[config.mk]
export PLATFORM = sky130hd
export DESIGN_NAME = skew_feeder_flat
export DESIGN_NICKNAME = d
export VERILOG_FILES = /design/src/rtl/skew_pkg.sv /design/src/rtl/skew_feeder_if.sv /design/src/rtl/skew_bank.sv /design/src/rtl/skew_feeder.sv /design/src/flat_wrapper.sv
export SDC_FILE = /design/constraint.sdc
export NUM_CORES = 1
export LEC_CHECK = 0
export CAP_MARGIN = 10
export CORE_MARGIN = 2
export CORE_UTILIZATION = 26
export CTS_CLUSTER_DIAMETER = 30
export CTS_CLUSTER_SIZE = 24
export DETAILED_ROUTE_END_ITERATION = 8
export DONT_BUFFER_PORTS = 1
export PLACE_DENSITY = 0.43
export SLEW_MARGIN = 10
export SYNTH_ARGS = -nofsm -noshare
export SYNTH_HDL_FRONTEND = slang
export SYNTH_SLANG_ARGS = --single-unit
[constraint.sdc]
create_clock -name clk -period 7.1 [get_ports clk]
set_clock_uncertainty 0.05 [all_clocks]
set_input_delay 1.42 -clock clk [delete_from_list [all_inputs] [get_ports clk]]
set_output_delay 1.42 -clock clk [all_outputs]
set_load 0.01 [all_outputs]
[src/rtl/skew_pkg.sv]
// skew_pkg: shared types and width helpers for the skew feeder slice.
//   bank_state_t  : life cycle of one ping-pong bank
//   beat_cnt_w()  : width of the per-bank beat counter / length register
//   step_cnt_w()  : width of the drain step counter
//   row_idx_w()   : width of a bank row address (never zero)
package skew_pkg;

    typedef enum logic [1:0] {
        EMPTY,
        FILLING,
        FULL,
        DRAINING
    } bank_state_t;

    function automatic int unsigned beat_cnt_w(input int unsigned depth);
        return $clog2(depth + 1);
    endfunction

    function automatic int unsigned step_cnt_w(input int unsigned depth, input int unsigned rows);
        return $clog2(depth + rows);
    endfunction

    function automatic int unsigned row_idx_w(input int unsigned depth);
        return (depth > 1) ? $clog2(depth) : 1;
    endfunction

endpackage

[src/rtl/skew_feeder_if.sv]
// skew_feeder_if: valid/ready write channel carrying one K-slice per beat.
//   wr_valid : beat offered by the loader
//   wr_ready : feeder can accept the beat
//   wr_last  : beat closes the current tile
//   wr_data  : ROWS signed elements, element i belongs to lane i
// Modports: master = loader side, slave = feeder side.
interface skew_feeder_if #(
    parameter int unsigned ROWS       = 8,
    parameter int unsigned DATA_WIDTH = 8
);

    logic                         wr_valid;
    logic                         wr_ready;
    logic                         wr_last;
    logic signed [DATA_WIDTH-1:0] wr_data [ROWS];

    modport master (output wr_valid, output wr_last, output wr_data, input wr_ready);
    modport slave  (input wr_valid, input wr_last, input wr_data, output wr_ready);

endinterface

[src/rtl/skew_bank.sv]
// skew_bank: one ping-pong bank of the skew feeder.
//   clk, rst      : clock, asynchronous active-high reset
//   clear         : synchronous abort, bank returns to EMPTY
//   wr_en         : accepted beat targeting this bank
//   wr_last       : accepted beat closes the tile
//   wr_data       : one K-slice, stored at row = beat index
//   start         : drain step issued from this bank
//   drain_done    : final drain step issued, bank released
//   rd_row        : per-lane row address
//   rd_data       : lane i element from row rd_row[i]
//   state, len    : bank state and tile length (valid once FULL)
//   at_last_slot  : the next accepted beat fills the final row
module skew_bank
    import skew_pkg::*;
#(
    parameter  int unsigned ROWS       = 8,
    parameter  int unsigned DEPTH      = 8,
    parameter  int unsigned DATA_WIDTH = 8,
    localparam int unsigned CW         = beat_cnt_w(DEPTH),
    localparam int unsigned RW         = row_idx_w(DEPTH)
) (
    input  logic                         clk,
    input  logic                         rst,
    input  logic                         clear,
    input  logic                         wr_en,
    input  logic                         wr_last,
    input  logic signed [DATA_WIDTH-1:0] wr_data [ROWS],
    input  logic                         start,
    input  logic                         drain_done,
    input  logic [RW-1:0]                rd_row  [ROWS],
    output logic signed [DATA_WIDTH-1:0] rd_data [ROWS],
    output bank_state_t                  state,
    output logic [CW-1:0]                len,
    output logic                         at_last_slot
);

    logic signed [DATA_WIDTH-1:0] mem [DEPTH][ROWS];
    logic [CW-1:0]                cnt;

    assign at_last_slot = (cnt == CW'(DEPTH - 1));

    always_ff @(posedge clk) begin
        if (wr_en) begin
            mem[cnt[RW-1:0]] <= wr_data;
        end
    end

    always_comb begin
        for (int unsigned i = 0; i < ROWS; i++) begin
            rd_data[i] = mem[rd_row[i]][i];
        end
    end

    // Writer and reader never target the same bank in one cycle: the writer
    // only sees EMPTY/FILLING banks, the reader only FULL/DRAINING ones.
    always_ff @(posedge clk or posedge rst) begin
        if (rst) begin
            state <= EMPTY;
            cnt   <= '0;
            len   <= '0;
        end else if (clear) begin
            state <= EMPTY;
            cnt   <= '0;
            len   <= '0;
        end else if (wr_en) begin
            if (wr_last || at_last_slot) begin
                state <= FULL;
                len   <= cnt + 1'b1;
                cnt   <= '0;
            end else begin
                state <= FILLING;
                cnt   <= cnt + 1'b1;
            end
        end else if (drain_done) begin
            state <= EMPTY;
        end else if (start) begin
            state <= DRAINING;
        end
    end

endmodule

[src/rtl/skew_feeder.sv]
// skew_feeder: double-buffered skew buffer feeding operand rows into a
// systolic array. Lane i of drain step s carries row s-i of the active bank,
// producing the diagonal wavefront.
//   clk, rst    : clock, asynchronous active-high reset
//   flush       : synchronous abort of all tiles (beats write and advance)
//   wr          : write channel (slave modport), one K-slice per beat
//   advance     : global array step enable
//   data_out    : registered lane outputs, zero where the lane is idle
//   lane_valid  : per-lane element valid
//   tile_start  : pulse, step 0 of a tile was issued
//   tile_done   : pulse, final step of a tile was issued
module skew_feeder
    import skew_pkg::*;
#(
    parameter int unsigned ROWS       = 8,
    parameter int unsigned DEPTH      = 8,
    parameter int unsigned DATA_WIDTH = 8
) (
    input  logic                         clk,
    input  logic                         rst,
    input  logic                         flush,
    skew_feeder_if.slave                 wr,
    input  logic                         advance,
    output logic signed [DATA_WIDTH-1:0] data_out [ROWS],
    output logic [ROWS-1:0]              lane_valid,
    output logic                         tile_start,
    output logic                         tile_done
);

    localparam int unsigned CW = beat_cnt_w(DEPTH);
    localparam int unsigned SW = step_cnt_w(DEPTH, ROWS);
    localparam int unsigned RW = row_idx_w(DEPTH);

    logic                         wsel;
    logic                         rsel;
    logic [SW-1:0]                step;

    bank_state_t                  st0, st1, wr_state, rd_state;
    logic [CW-1:0]                len0, len1, rd_len;
    logic                         last0, last1, wr_at_last;
    logic signed [DATA_WIDTH-1:0] rd0 [ROWS];
    logic signed [DATA_WIDTH-1:0] rd1 [ROWS];
    logic signed [DATA_WIDTH-1:0] rd_cur [ROWS];
    logic [RW-1:0]                rd_row [ROWS];
    logic [ROWS-1:0]              lane_hit;

    logic accept, closing, issue, last_step;

    assign wr_state   = wsel ? st1 : st0;
    assign wr_at_last = wsel ? last1 : last0;
    assign rd_state   = rsel ? st1 : st0;
    assign rd_len     = rsel ? len1 : len0;

    assign wr.wr_ready = (wr_state == EMPTY) || (wr_state == FILLING);
    assign accept      = wr.wr_valid && wr.wr_ready && !flush;
    assign closing     = accept && (wr.wr_last || wr_at_last);
    assign issue       = advance && !flush && ((rd_state == FULL) || (rd_state == DRAINING));

    always_comb begin
        int unsigned step_u;
        int unsigned len_u;
        step_u    = 32'(step);
        len_u     = 32'(rd_len);
        last_step = (step_u + 2 == len_u + ROWS);
        for (int unsigned i = 0; i < ROWS; i++) begin
            lane_hit[i] = 1'b0;
            rd_row[i]   = '0;
            rd_cur[i]   = rsel ? rd1[i] : rd0[i];
            if (step_u >= i && (step_u - i) < len_u) begin
                lane_hit[i] = 1'b1;
                rd_row[i]   = RW'(step_u - i);
            end
        end
    end

    skew_bank #(.ROWS(ROWS), .DEPTH(DEPTH), .DATA_WIDTH(DATA_WIDTH)) u_bank0 (
        .clk          (clk),
        .rst          (rst),
        .clear        (flush),
        .wr_en        (accept && !wsel),
        .wr_last      (wr.wr_last),
        .wr_data      (wr.wr_data),
        .start        (issue && !rsel),
        .drain_done   (issue && !rsel && last_step),
        .rd_row       (rd_row),
        .rd_data      (rd0),
        .state        (st0),
        .len          (len0),
        .at_last_slot (last0)
    );

    skew_bank #(.ROWS(ROWS), .DEPTH(DEPTH), .DATA_WIDTH(DATA_WIDTH)) u_bank1 (
        .clk          (clk),
        .rst          (rst),
        .clear        (flush),
        .wr_en        (accept && wsel),
        .wr_last      (wr.wr_last),
        .wr_data      (wr.wr_data),
        .start        (issue && rsel),
        .drain_done   (issue && rsel && last_step),
        .rd_row       (rd_row),
        .rd_data      (rd1),
        .state        (st1),
        .len          (len1),
        .at_last_slot (last1)
    );

    // An advancing cycle with nothing to issue is a bubble: the array still
    // steps, so the lanes present zeros rather than repeating the last step.
    always_ff @(posedge clk or posedge rst) begin
        if (rst) begin
            wsel       <= 1'b0;
            rsel       <= 1'b0;
            step       <= '0;
            data_out   <= '{default: '0};
            lane_valid <= '0;
            tile_start <= 1'b0;
            tile_done  <= 1'b0;
        end else if (flush) begin
            wsel       <= 1'b0;
            rsel       <= 1'b0;
            step       <= '0;
            data_out   <= '{default: '0};
            lane_valid <= '0;
            tile_start <= 1'b0;
            tile_done  <= 1'b0;
        end else begin
            tile_start <= 1'b0;
            tile_done  <= 1'b0;
            if (closing) begin
                wsel <= ~wsel;
            end
            if (issue) begin
                for (int unsigned i = 0; i < ROWS; i++) begin
                    data_out[i] <= lane_hit[i] ? rd_cur[i] : '0;
                end
                lane_valid <= lane_hit;
                tile_start <= (step == '0);
                tile_done  <= last_step;
                if (last_step) begin
                    step <= '0;
                    rsel <= ~rsel;
                end else begin
                    step <= step + 1'b1;
                end
            end else if (advance) begin
                data_out   <= '{default: '0};
                lane_valid <= '0;
            end
        end
    end

endmodule
[src/flat_wrapper.sv]
// flat-port wrapper written by rule: the top's interface ports become plain ports
module skew_feeder_flat import skew_pkg::*;
#(
    parameter int unsigned ROWS       = 8,
    parameter int unsigned DEPTH      = 8,
    parameter int unsigned DATA_WIDTH = 8
)
  (clk, rst, flush, advance, data_out, lane_valid, tile_start, tile_done, wr_wr_valid, wr_wr_last, wr_wr_data, wr_wr_ready);
  skew_feeder_if #(.ROWS(ROWS), .DATA_WIDTH(DATA_WIDTH)) wr_i ();
  input  logic clk;
  input  logic rst;
  input  logic flush;
  input  logic advance;
  output logic signed [DATA_WIDTH-1:0] data_out[ROWS];
  output logic [ROWS-1:0] lane_valid;
  output logic tile_start;
  output logic tile_done;
  input wire logic [$bits(wr_i.wr_valid)-1:0] wr_wr_valid;
  input wire logic [$bits(wr_i.wr_last)-1:0] wr_wr_last;
  input wire logic [$bits(wr_i.wr_data)-1:0] wr_wr_data;
  output wire logic [$bits(wr_i.wr_ready)-1:0] wr_wr_ready;
  assign wr_i.wr_valid = wr_wr_valid;
  assign wr_i.wr_last = wr_wr_last;
  assign wr_i.wr_data = {>>{wr_wr_data}};
  assign wr_wr_ready = wr_i.wr_ready;
  skew_feeder #(.ROWS(ROWS), .DEPTH(DEPTH), .DATA_WIDTH(DATA_WIDTH)) u_core (.clk(clk), .rst(rst), .flush(flush), .wr(wr_i), .advance(advance), .data_out(data_out), .lane_valid(lane_valid), .tile_start(tile_start), .tile_done(tile_done));
endmodule
After elaboration in Yosys (flattened, before gate mapping)
Memories as Yosys holds them, arrays and structs flattened.
Index checks and enable logic that the tools add are counted.
{ "totals": {"ff_bits": 100, "latch_bits": 0, "ramBits": 1024, "romBits": 0, "in_bits": 70, "output_inout_bits": 75, "wordCells": 178, "mem_count": 2} }
{ "memory_table": {"columns": ["memory", "words", "word_bits", "rd", "rd_ports_with_merged_regs", "wr", "line", "rtl"], "rows": [
  ["u_core.u_bank0.mem", 8, 64, 8, 0, 1, "skew_bank.sv:37", "logic signed [DATA_WIDTH-1:0] mem [DEPTH][ROWS];"],
  ["u_core.u_bank1.mem", 8, 64, 8, 0, 1, "skew_bank.sv:37", null]
]} }
{ "classes": {"addsub": 12, "mul": 0, "div": 0, "magnitude_cmp": 15, "n_eq_ne": 6, "shifts": 0, "muxes": 80, "bitwise": 2, "reduce_logical": 41} }
{ "op_table": {"columns": ["cell", "count"], "rows": [
  ["32-bit by 4-bit less-than comparator with 1-bit output", 7],
  ["64-bit 2-to-1 mux", 3],
  ["8-bit 2-to-1 mux", 19],
  ["4-bit 2-to-1 mux", 16],
  ["32-bit == test", 1],
  ["2-bit 2-to-1 mux", 12],
  ["3-bit 2-to-1 mux", 8],
  ["1-bit 2-to-1 mux", 22],
  ["4-bit by 3-bit subtractor with 5-bit output, second input constant", 4],
  ["1-bit logical AND", 18],
  ["4-bit by 3-bit >= comparator with 1-bit output, second input constant", 4],
  ["2-bit nonzero test", 7],
  ["4-bit by 1-bit adder with 4-bit output, second input constant", 3],
  ["4-bit by 2-bit subtractor with 5-bit output, second input constant", 2],
  ["4-bit by 3-bit == test with 1-bit output, second input constant", 2],
  ["4-bit by 2-bit >= comparator with 1-bit output, second input constant", 2],
  ["4-bit nonzero test", 2],
  ["2-bit AND reduction", 3],
  ["4-bit by 2-bit adder with 5-bit output, second input constant", 1],
  ["4-bit by 4-bit adder with 5-bit output, second input constant", 1],
  ["1-bit logical OR", 5],
  ["4-bit by 1-bit subtractor with 5-bit output, second input constant", 1],
  ["2-bit == test, second input constant", 2],
  ["4-bit by 1-bit >= comparator with 1-bit output, second input constant", 1],
  ["7 further kinds", 10]
]} }

Depth between registers and ports, before layout
Gate-level depths: netlist of the first run.
{ "depth": {"depth_word": 9, "depth_mapped": 18, "mapped_depth_nobuf": 12} }

Hierarchy
Synthesis of the first run repeated with hierarchy kept, for this count alone.
{ "hier_totals": {"cells_unflattened": 2122, "hier_area_um2": 45329.7} }
{ "by_module_without_submodules": {"columns": ["mod", "n_inst", "cells_per_inst", "area_per_inst_um2", "seq_area_each_um2"], "rows": [
  ["skew_bank at u_core.u_bank1", 1, 813, 20317.0, 15625.0],
  ["skew_bank at u_core.u_bank0", 1, 813, 20271.9, 15625.0],
  ["skew_feeder", 1, 496, 4740.8, 2001.9]
]} }

Least setup slack after synthesis of the first run
OpenSTA, ideal clock, no wires.
{ "synth_path": {"path_kind": "input port to flip-flop", "from": "input flush", "to": "memory u_core.u_bank1.mem[0][0] (netlist bit), enable pin", "setup_time_ns": 0.644, "arrival_time_ns": 7.877, "required_ns": 6.406, "path_slack_ns": -1.470, "cell_stages": 4, "path_buffers": 1, "path_cell_list": "nor2b_1 nand2b_1 clkbuf_1 nor4_1"} }
{ "synth_via": {"elab_chain_cells": 5} }
{ "synth_lines": {"columns": ["item", "line", "rtl"], "rows": [
  ["from (decl)", "flat_wrapper.sv:12", "input logic flush;"],
  ["1-bit logical NOT", "skew_feeder.sv:55", "assign accept = wr.wr_valid && wr.wr_ready && !flush;"],
  ["1-bit logical AND", "skew_feeder.sv:55", null],
  ["1-bit logical AND", "skew_feeder.sv:96", ".wr_en (accept && wsel),"],
  ["1-bit 2-to-1 mux", "skew_bank.sv:43", "if (wr_en) begin"],
  ["1-bit 2-to-1 mux (not written as such)", "skew_bank.sv:44", "mem[cnt[RW-1:0]] <= wr_data;"],
  ["to (decl)", "skew_bank.sv:37", null]
]} }
No other way between the ends.

Worst setup path after layout of the first run
{ "layout_path": {"from": "register u_core.step[1]", "to": "register u_core.data_out[7] (netlist bit)"} }
{ "layout_via": {"elab_chain_cells": 9, "elab_cells_between_ends": 12, "classes_between": "add/sub (1); order compare (2); mux (6); reduce/logical (1); memory (2)"} }
{ "layout_lines": {"columns": ["item", "line", "rtl"], "rows": [
  ["from (decl)", "skew_feeder.sv:36", "logic [SW-1:0] step;"],
  ["from (signal assigned)", "skew_feeder.sv:144", "step <= step + 1'b1;"],
  ["4-bit by 3-bit subtractor with 5-bit output", "skew_feeder.sv:69", "if (step_u >= i && (step_u - i) < len_u) begin"],
  ["32-bit by 4-bit less-than comparator with 1-bit output", "skew_feeder.sv:69", null],
  ["1-bit logical AND", "skew_feeder.sv:69", null],
  ["3-bit 2-to-1 mux", "skew_feeder.sv:69", null],
  ["memory 8 x 64 bit", null, null],
  ["8-bit 2-to-1 mux", "skew_feeder.sv:68", "rd_cur[i] = rsel ? rd1[i] : rd0[i];"],
  ["8-bit 2-to-1 mux (*)", "skew_feeder.sv:135", "data_out[i] <= lane_hit[i] ? rd_cur[i] : '0;"],
  ["64-bit 2-to-1 mux (*)", "skew_feeder.sv:133", "if (issue) begin"],
  ["64-bit 2-to-1 mux (*)", "skew_feeder.sv:119", "end else if (flush) begin"],
  ["to (signal, indexed assignment)", "skew_feeder.sv:135", null],
  ["to (decl)", "skew_feeder.sv:24", "output logic signed [DATA_WIDTH-1:0] data_out [ROWS],"]
]} }
Every way passes the cells marked *; elsewhere a longest branch is shown, timed or not.
A chain may end at the register's enable or synchronous reset.

==> results.py, run 1 <==
metrics = {
    "final_layout": {
        "final_cell_mix": "edfxtp_1 (1024), clkbuf_16 (239), nand2_1 (191)",
        "mostFrequentLayoutCell": "edfxtp_1",
        "drive_above_1_share_pct": 19.1,
        "design_area_sq_um": 57600,
        "area_delta_synth_final_pct": 25.4,
        "finalNetCount": 3167,
    },
    "grt": {
        "grt_use_total_pct": 16.6,
        "grt_overflow_total": 0,
        "grt_max_degree": 132,
        "grt_pass1_vias": 29101,
        "antenna_found_initial": 2,
        "grt_pass1_wl_um": 217000,
    },
    "clock_network": {
        "path_clk_slew_ns": 0.05,
        "cts_tree": "built",
        "root_buffer": "clkbuf_16",
        "clockBufferDepth": 3,
        "numClockSinks": 1122,
        "postCtsHoldBufs": 0,
        "post-cts-setup-buffers": 0,
        "cts_resized": 0,
        "clock_latency_ns": 0.85,
        "cts_buffers": 237,
        "cts-htree-levels": 4,
    },
    "route": {
        "vias": 28017,
        "wl_um": 152000,
        "vias_per_cell": 4.99,
        "ant_nets": 0,
        "post-route-drc-count": 0,
        "drtIter0Drc": 2314,
        "first_pass_iters": 5,
        "wire_per_inst_um": 27.0,
    },
    "job": {
        "drv_cap": 0,
    },
    "worst_setup_path": {
        "end_kind": "register",
        "r2r_end": "u_core.data_out[7]$_DFFE_PP0P_",
        "crit_type": "reg -> reg",
        "crit_path_start": "u_core.step[1]$_DFFE_PP0P_",
        "worstSetupEndpoint": "u_core.data_out[7]$_DFFE_PP0P_",
        "worst_setup_path_start_kind": "register",
        "r2r_slack_ns": 1.68,
        "cp_data_required_time_ns": 7.79,
        "worst_r2r_path_depth": 10,
        "crit_path_max_fanout": 49,
        "reg2reg_from": "u_core.step[1]$_DFFE_PP0P_",
        "worstPathArrival_ns": 6.12,
    },
    "floorplanning": {
        "core_area_sq_um": 176000,
        "die_h_um": 424,
        "io_pins": 145,
        "start_util_pct": 26.1,
        "fp.dieW_um": 424,
        "die-area_sq_um": 180000,
        "rows": 154,
    },
    "logic_synthesis": {
        "synth_seq_cells": 1122,
        "synth_edf_count": 1024,
        "avgSynthCellArea_sq_um": 15.6,
        "ys_types": 84,
        "synth_cells": 2936,
        "yosysWarningCount": 0,
        "seq_area_frac_synth_pct": 72.3,
        "synth_flop_cell": "edfxtp_1",
        "synthArstFlopShare_pct": 8.73,
        "syn_area_sq_um": 45900,
        "synth_nets": 3046,
    },
    "sta": {
        "slew_viol_final": 0,
        "rsz0062_at_grt": "no",
        "finalSetupViolations": 0,
        "whs_ns": 0.373,
        "fin_crit_ns": 5.42,
        "finalSetupTns_ns": 0,
        "worstMarginPinSlew_ns": 1.21,
        "finalCritPeriodShare_pct": 76.4,
        "max_slew_margin_pct": 19.5,
        "hold_viol_final": 0,
        "max_freq_ghz": 0.184,
    },
    "power_and_ir_drop": {
        "swShare_pct": 20.7,
        "pwr-share-clk_pct": 60.7,
        "combinationalPowerShare_pct": 1.5,
        "power.density_nw_per_um2": 335,
        "p_seq_share_pct": 37.8,
        "p_sw_mw": 3.99,
        "p_leak_nw": 18.5,
        "vdd_ir_drop_max_mv": 0.201,
        "p_int_mw": 15.3,
    },
    "placed_design": {
        "port-buffer-count": 0,
        "dp_hpwl_um": 85300,
        "dpl_cell_area_sq_um": 48900,
        "gp_congestion": 0.760,
    },
    "worst_hold_path": {
        "hold_path_class": "in -> async",
    },
    "outcome": {
        "outcome": "finished, final reports clean",
    },
}
-- stage by stage --
step	utilization (%)	worst slack [ns]	cells	power, mW
floorplan	-	0.212	2936	7.60
global placement	27.8	1.77	5158	7.71
detailed placement	27.8	1.61	5158	7.71
CTS	32.8	1.63	5612	19.5
global route	32.8	1.50	5614	19.8
finish	32.8	1.68	5614	19.3
-- cell type report --
class                      instances  area (sq um)
antenna                            2          5.00
clock buffer                     277          6240
clock inverter                   177          2390
fill                           17036        118000
inverter                          31           126
multi-input combinational       1593         12000
sequential                      1122         33200
tap                             2340          2930
timing repair buffer              72           678
-- worst min path at each step --
stage | start | to | depth (start not counted)
after floorplan | u_core.u_bank0.cnt[3]$_DFFE_PP0P_ | u_core.u_bank0.cnt[3]$_DFFE_PP0P_ | 1
after global placement | u_core.u_bank0.cnt[3]$_DFFE_PP0P_ | u_core.u_bank0.cnt[3]$_DFFE_PP0P_ | 1
after detailed placement | u_core.u_bank0.cnt[3]$_DFFE_PP0P_ | u_core.u_bank0.cnt[3]$_DFFE_PP0P_ | 1
after CTS | rst | u_core.data_out[12]$_DFFE_PP0P_ | 1
after global routing | rst | u_core.data_out[12]$_DFFE_PP0P_ | 1
final | rst | u_core.data_out[12]$_DFFE_PP0P_ | 1
-- worst max-delay path: stages (launching register included) --
cell and delay (ns):
dfrtp_4 0.71, inv_2 0.13, buf_4 0.65, ha_4 0.59, ha_1 0.32, nor2b_1 0.15, o31ai_2 0.76, nand2_1 0.63
o21ai_0 0.82, o21ai_0 0.27, a22oi_1 0.22
-- power groups by stage --
stage / Clock, mW / Sequential [mW] / Combinational (mW)
2_1_floorplan: 0 / 7.40 / 0.193
3_3_place_gp: 0 / 7.41 / 0.301
3_5_place_dp: 0 / 7.41 / 0.299
4_1_cts: 11.9 / 7.29 / 0.301
5_1_grt: 12.2 / 7.29 / 0.320
6_report: 11.7 / 7.29 / 0.296
-- flip-flops by register name (all words and copies together) (netlist names) --
register	cells
u_core.tile_done	1
u_core.u_bank0.cnt	4
u_core.tile_start	1
u_core.u_bank1.len	4
u_core.wsel	1
u_core.step	4
u_core.u_bank1.cnt	4
u_core.u_bank1.mem	512
u_core.u_bank0.mem	512
u_core.u_bank0.state	1
u_core.data_out	64
u_core.u_bank0.len	4
u_core.lane_valid	8
u_core.rsel	1
u_core.u_bank1.state	1
-- layer usage --
layer  vias to the layer above  GRT usage [%]  wire [um]
met1                     14680           21.0      64200
met3                       237           3.63       8530
met2                       827           27.9      74300
met4                         0           6.06       4510
li1                      12273              -          -
met5                         -              0          0
-- cells by family (layout without fill, tap and decap cells) --
logic type	Yosys count	count (layout)	synth area share [%]
adders and majority gates	40	40	1.09
DFF	1122	1122	72.3
xor gates and xnor gates	9	9	0.172
and+or+nand+nor	568	568	6.03
other	0	2	0
AOI/OAI and AO/OA	763	763	12.3
buffers and inverters	221	557	2.02
muxes	213	213	6.04
-- synth_stat cells (all sizes together), types with 40 or more instances --
| cell type | number | share of area, % |
|---|---|---|
| buf | 85 | 0.91 |
| a21oi | 135 | 1.5 |
| mux2i | 126 | 2.7 |
| mux2 | 40 | 0.98 |
| a211oi | 64 | 1.0 |
| mux4 | 47 | 2.3 |
| ha | 40 | 1.1 |
| nor2 | 117 | 0.96 |
| o21ai | 77 | 0.84 |
| nand3 | 44 | 0.48 |
| edfxtp | 1024 | 67 |
| clkbuf | 105 | 0.86 |
| dfrtp | 98 | 5.3 |
| nand2 | 191 | 1.6 |
| nor3 | 51 | 0.60 |
No activity file was read; power rests on OpenSTA's default activity.
==> inputs of run 2 (changes only) <==
Settings changed: PLACE_DENSITY 0.43 to 0.41.
Clock period 7.1 ns to 5.7 ns, I/O delays scaled along.
==> run 2 against run 1 <==
Count of clock-buffer cells in the layout up 77. Highest routed layer unchanged. Non-clock buffer count up 24. Critical endpoint unchanged. Final area up 0.66%. Sequential power up 25%. Flip-flop and latch count unchanged. Setup slack worse by 0.75 ns. Largest power group unchanged. Die area unchanged.
==> results.py, run 2 (synthesis results as in run 1) <==
metrics = {
    "outcome": {
        "outcome": "finished, final reports clean",
    },
    "clock_network": {
        "numClockSinks": 1122,
        "root_buffer": "clkbuf_16",
        "cts_buffers": 277,
        "post-cts-setup-buffers": 0,
        "cts_resized": 0,
        "path_clk_slew_ns": 0.05,
        "cts_tree": "built",
        "cts-htree-levels": 5,
        "postCtsHoldBufs": 0,
        "clockBufferDepth": 4,
        "clock_latency_ns": 0.87,
    },
    "route": {
        "ant_nets": 0,
        "vias": 28194,
        "wire_per_inst_um": 27.3,
        "drtIter0Drc": 2202,
        "post-route-drc-count": 0,
        "wl_um": 154000,
        "first_pass_iters": 5,
        "vias_per_cell": 4.98,
    },
    "grt": {
        "grt_use_total_pct": 16.9,
        "grt_overflow_total": 0,
        "grt_max_degree": 135,
        "grt_pass1_wl_um": 220000,
        "antenna_found_initial": 1,
        "grt_pass1_vias": 29085,
    },
    "power_and_ir_drop": {
        "vdd_ir_drop_max_mv": 0.244,
        "finalPower_mw": 24.4,
        "p_leak_nw": 18.8,
        "power.density_nw_per_um2": 421,
    },
    "worst_setup_path": {
        "critical_path_buf_inv_count": 2,
        "cp_data_required_time_ns": 6.41,
        "slowest_delay_ns": 0.79,
        "end_kind": "register",
        "crit_type": "reg -> reg",
        "critical_path.cell_chain": "buf_4 -> ha_1 -> xor2_4 -> buf_4 -> ha_1 -> o31ai_2 -> nand2_1 -> o21ai_0 -> o21ai_0 -> a22oi_1",
        "worstPathArrival_ns": 5.48,
        "critical-path-top-delay-family": "compound AO/OA/AOI/OAI gates",
        "worst_path_max_delay_cell": "o31ai_2",
        "crit_path_max_fanout": 60,
        "r2r_slack_ns": 0.93,
        "worst_setup_path_start_kind": "register",
    },
    "final_layout": {
        "finalNetCount": 3231,
        "antenna_cells": 0,
        "fin_util_pct": 33.0,
        "final_cell_mix": "edfxtp_1 (1024), clkbuf_16 (284), nand2_1 (191)",
        "area_delta_synth_final_pct": 26.3,
        "drive_above_1_share_pct": 18.9,
        "mostFrequentLayoutCell": "edfxtp_1",
    },
    "sta": {
        "rsz0062_at_grt": "no",
        "fin_crit_ns": 4.77,
        "finalSetupViolations": 0,
        "slew_viol_final": 0,
        "finalCritPeriodShare_pct": 83.7,
        "worstMarginPinSlew_ns": 1.10,
        "hold_viol_final": 0,
        "max_freq_ghz": 0.210,
        "max_slew_margin_pct": 26.0,
    },
    "floorplanning": {
        "start_util_pct": 26.1,
        "die_h_um": 424,
        "die-area_sq_um": 180000,
        "io_pins": 145,
        "core_area_sq_um": 176000,
        "fp.dieW_um": 424,
        "rows": 154,
    },
    "placed_design": {
        "dp_hpwl_um": 87900,
        "gp_congestion": 0.765,
        "port-buffer-count": 0,
    },
    "job": {
        "drv_cap": 0,
    },
    "worst_hold_path": {
        "hold_path_class": "in -> async",
    },
}
## run 2: cell types whose count changed in the layout (fill, tap and decap cells not counted), moves of 5 or more
cell / before / now
buf_4: 61 / 85
clkinvlp_4: 34 / 12
clkbuf_16: 239 / 284
bufinv_16: 46 / 27
clkinv_4: 18 / 3
clkinv_16: 5 / 0
clkbuf_1: 26 / 56
clkinv_1: 18 / 34
## run 2: per-stage QoR
| stage | TNS (ns) | worst slack, ns | std cells | cell area, sq um | hold WS (ns) |
|---|---|---|---|---|---|
| 2_1_floorplan | -113.29 | -0.885 | 2936 | 45900 | 0.397 |
| 3_3_place_gp | 0 | 1.06 | 5182 | 49100 | 0.417 |
| 3_5_place_dp | 0 | 1.04 | 5182 | 49100 | 0.423 |
| 4_1_cts | 0 | 0.982 | 5660 | 57900 | 0.177 |
| 5_1_grt | 0 | 0.615 | 5660 | 57900 | 0.201 |
| 6_report | 0 | 0.928 | 5660 | 57900 | 0.195 |
## run 2: power breakdown
part	switching, mW	total, mW	internal, mW	leakage [nW]
sequential	0.0163	9.09	9.07	10.6
clock	4.55	14.9	10.4	4.32
combinational	0.272	0.384	0.112	3.92
## run 2: layout make-up
| class | count | area, sq um |
|---|---|---|
| fillers | 17044 | 118000 |
| flip-flops and latches | 1122 | 33200 |
| multi-input cells | 1593 | 12000 |
| clock buffers | 354 | 7510 |
| well taps | 2340 | 2930 |
| clock inverters | 124 | 1330 |
| repair buffers | 96 | 858 |
| inverters | 31 | 126 |
## run 2: path summary, 6_finish.rpt
path | startpoint | to | cells past startpoint
hold reg to reg | u_core.u_bank0.cnt[3]$_DFFE_PP0P_ | u_core.u_bank0.cnt[3]$_DFFE_PP0P_ | 1
hold / removal | rst | u_core.data_out[15]$_DFFE_PP0P_ | 1
min in group clk | flush | u_core.u_bank1.cnt[1]$_DFFE_PP0P_ | 1
setup / recovery | u_core.step[0]$_DFFE_PP0P_ | u_core.data_out[7]$_DFFE_PP0P_ | 10
max in group asynchronous | rst | u_core.data_out[29]$_DFFE_PP0P_ | 2
setup reg to reg | u_core.step[0]$_DFFE_PP0P_ | u_core.data_out[7]$_DFFE_PP0P_ | 10
## run 2: worst register-to-register path, stage by stage (launching register included)
cell	delay, ns
dfrtp_4	0.48
buf_4	0.66
ha_1	0.44
xor2_4	0.09
buf_4	0.23
ha_1	0.24
o31ai_2	0.79
nand2_1	0.58
o21ai_0	0.69
o21ai_0	0.21
a22oi_1	0.21
## run 2: routing by layer
metal	up-vias	GRT usage [%]	part of all wire, %
met1	14655	21.5	43
met2	908	28.1	49
met3	232	4.47	6.4
met5	-	0	0
li1	12399	-	-
met4	0	5.39	2.4
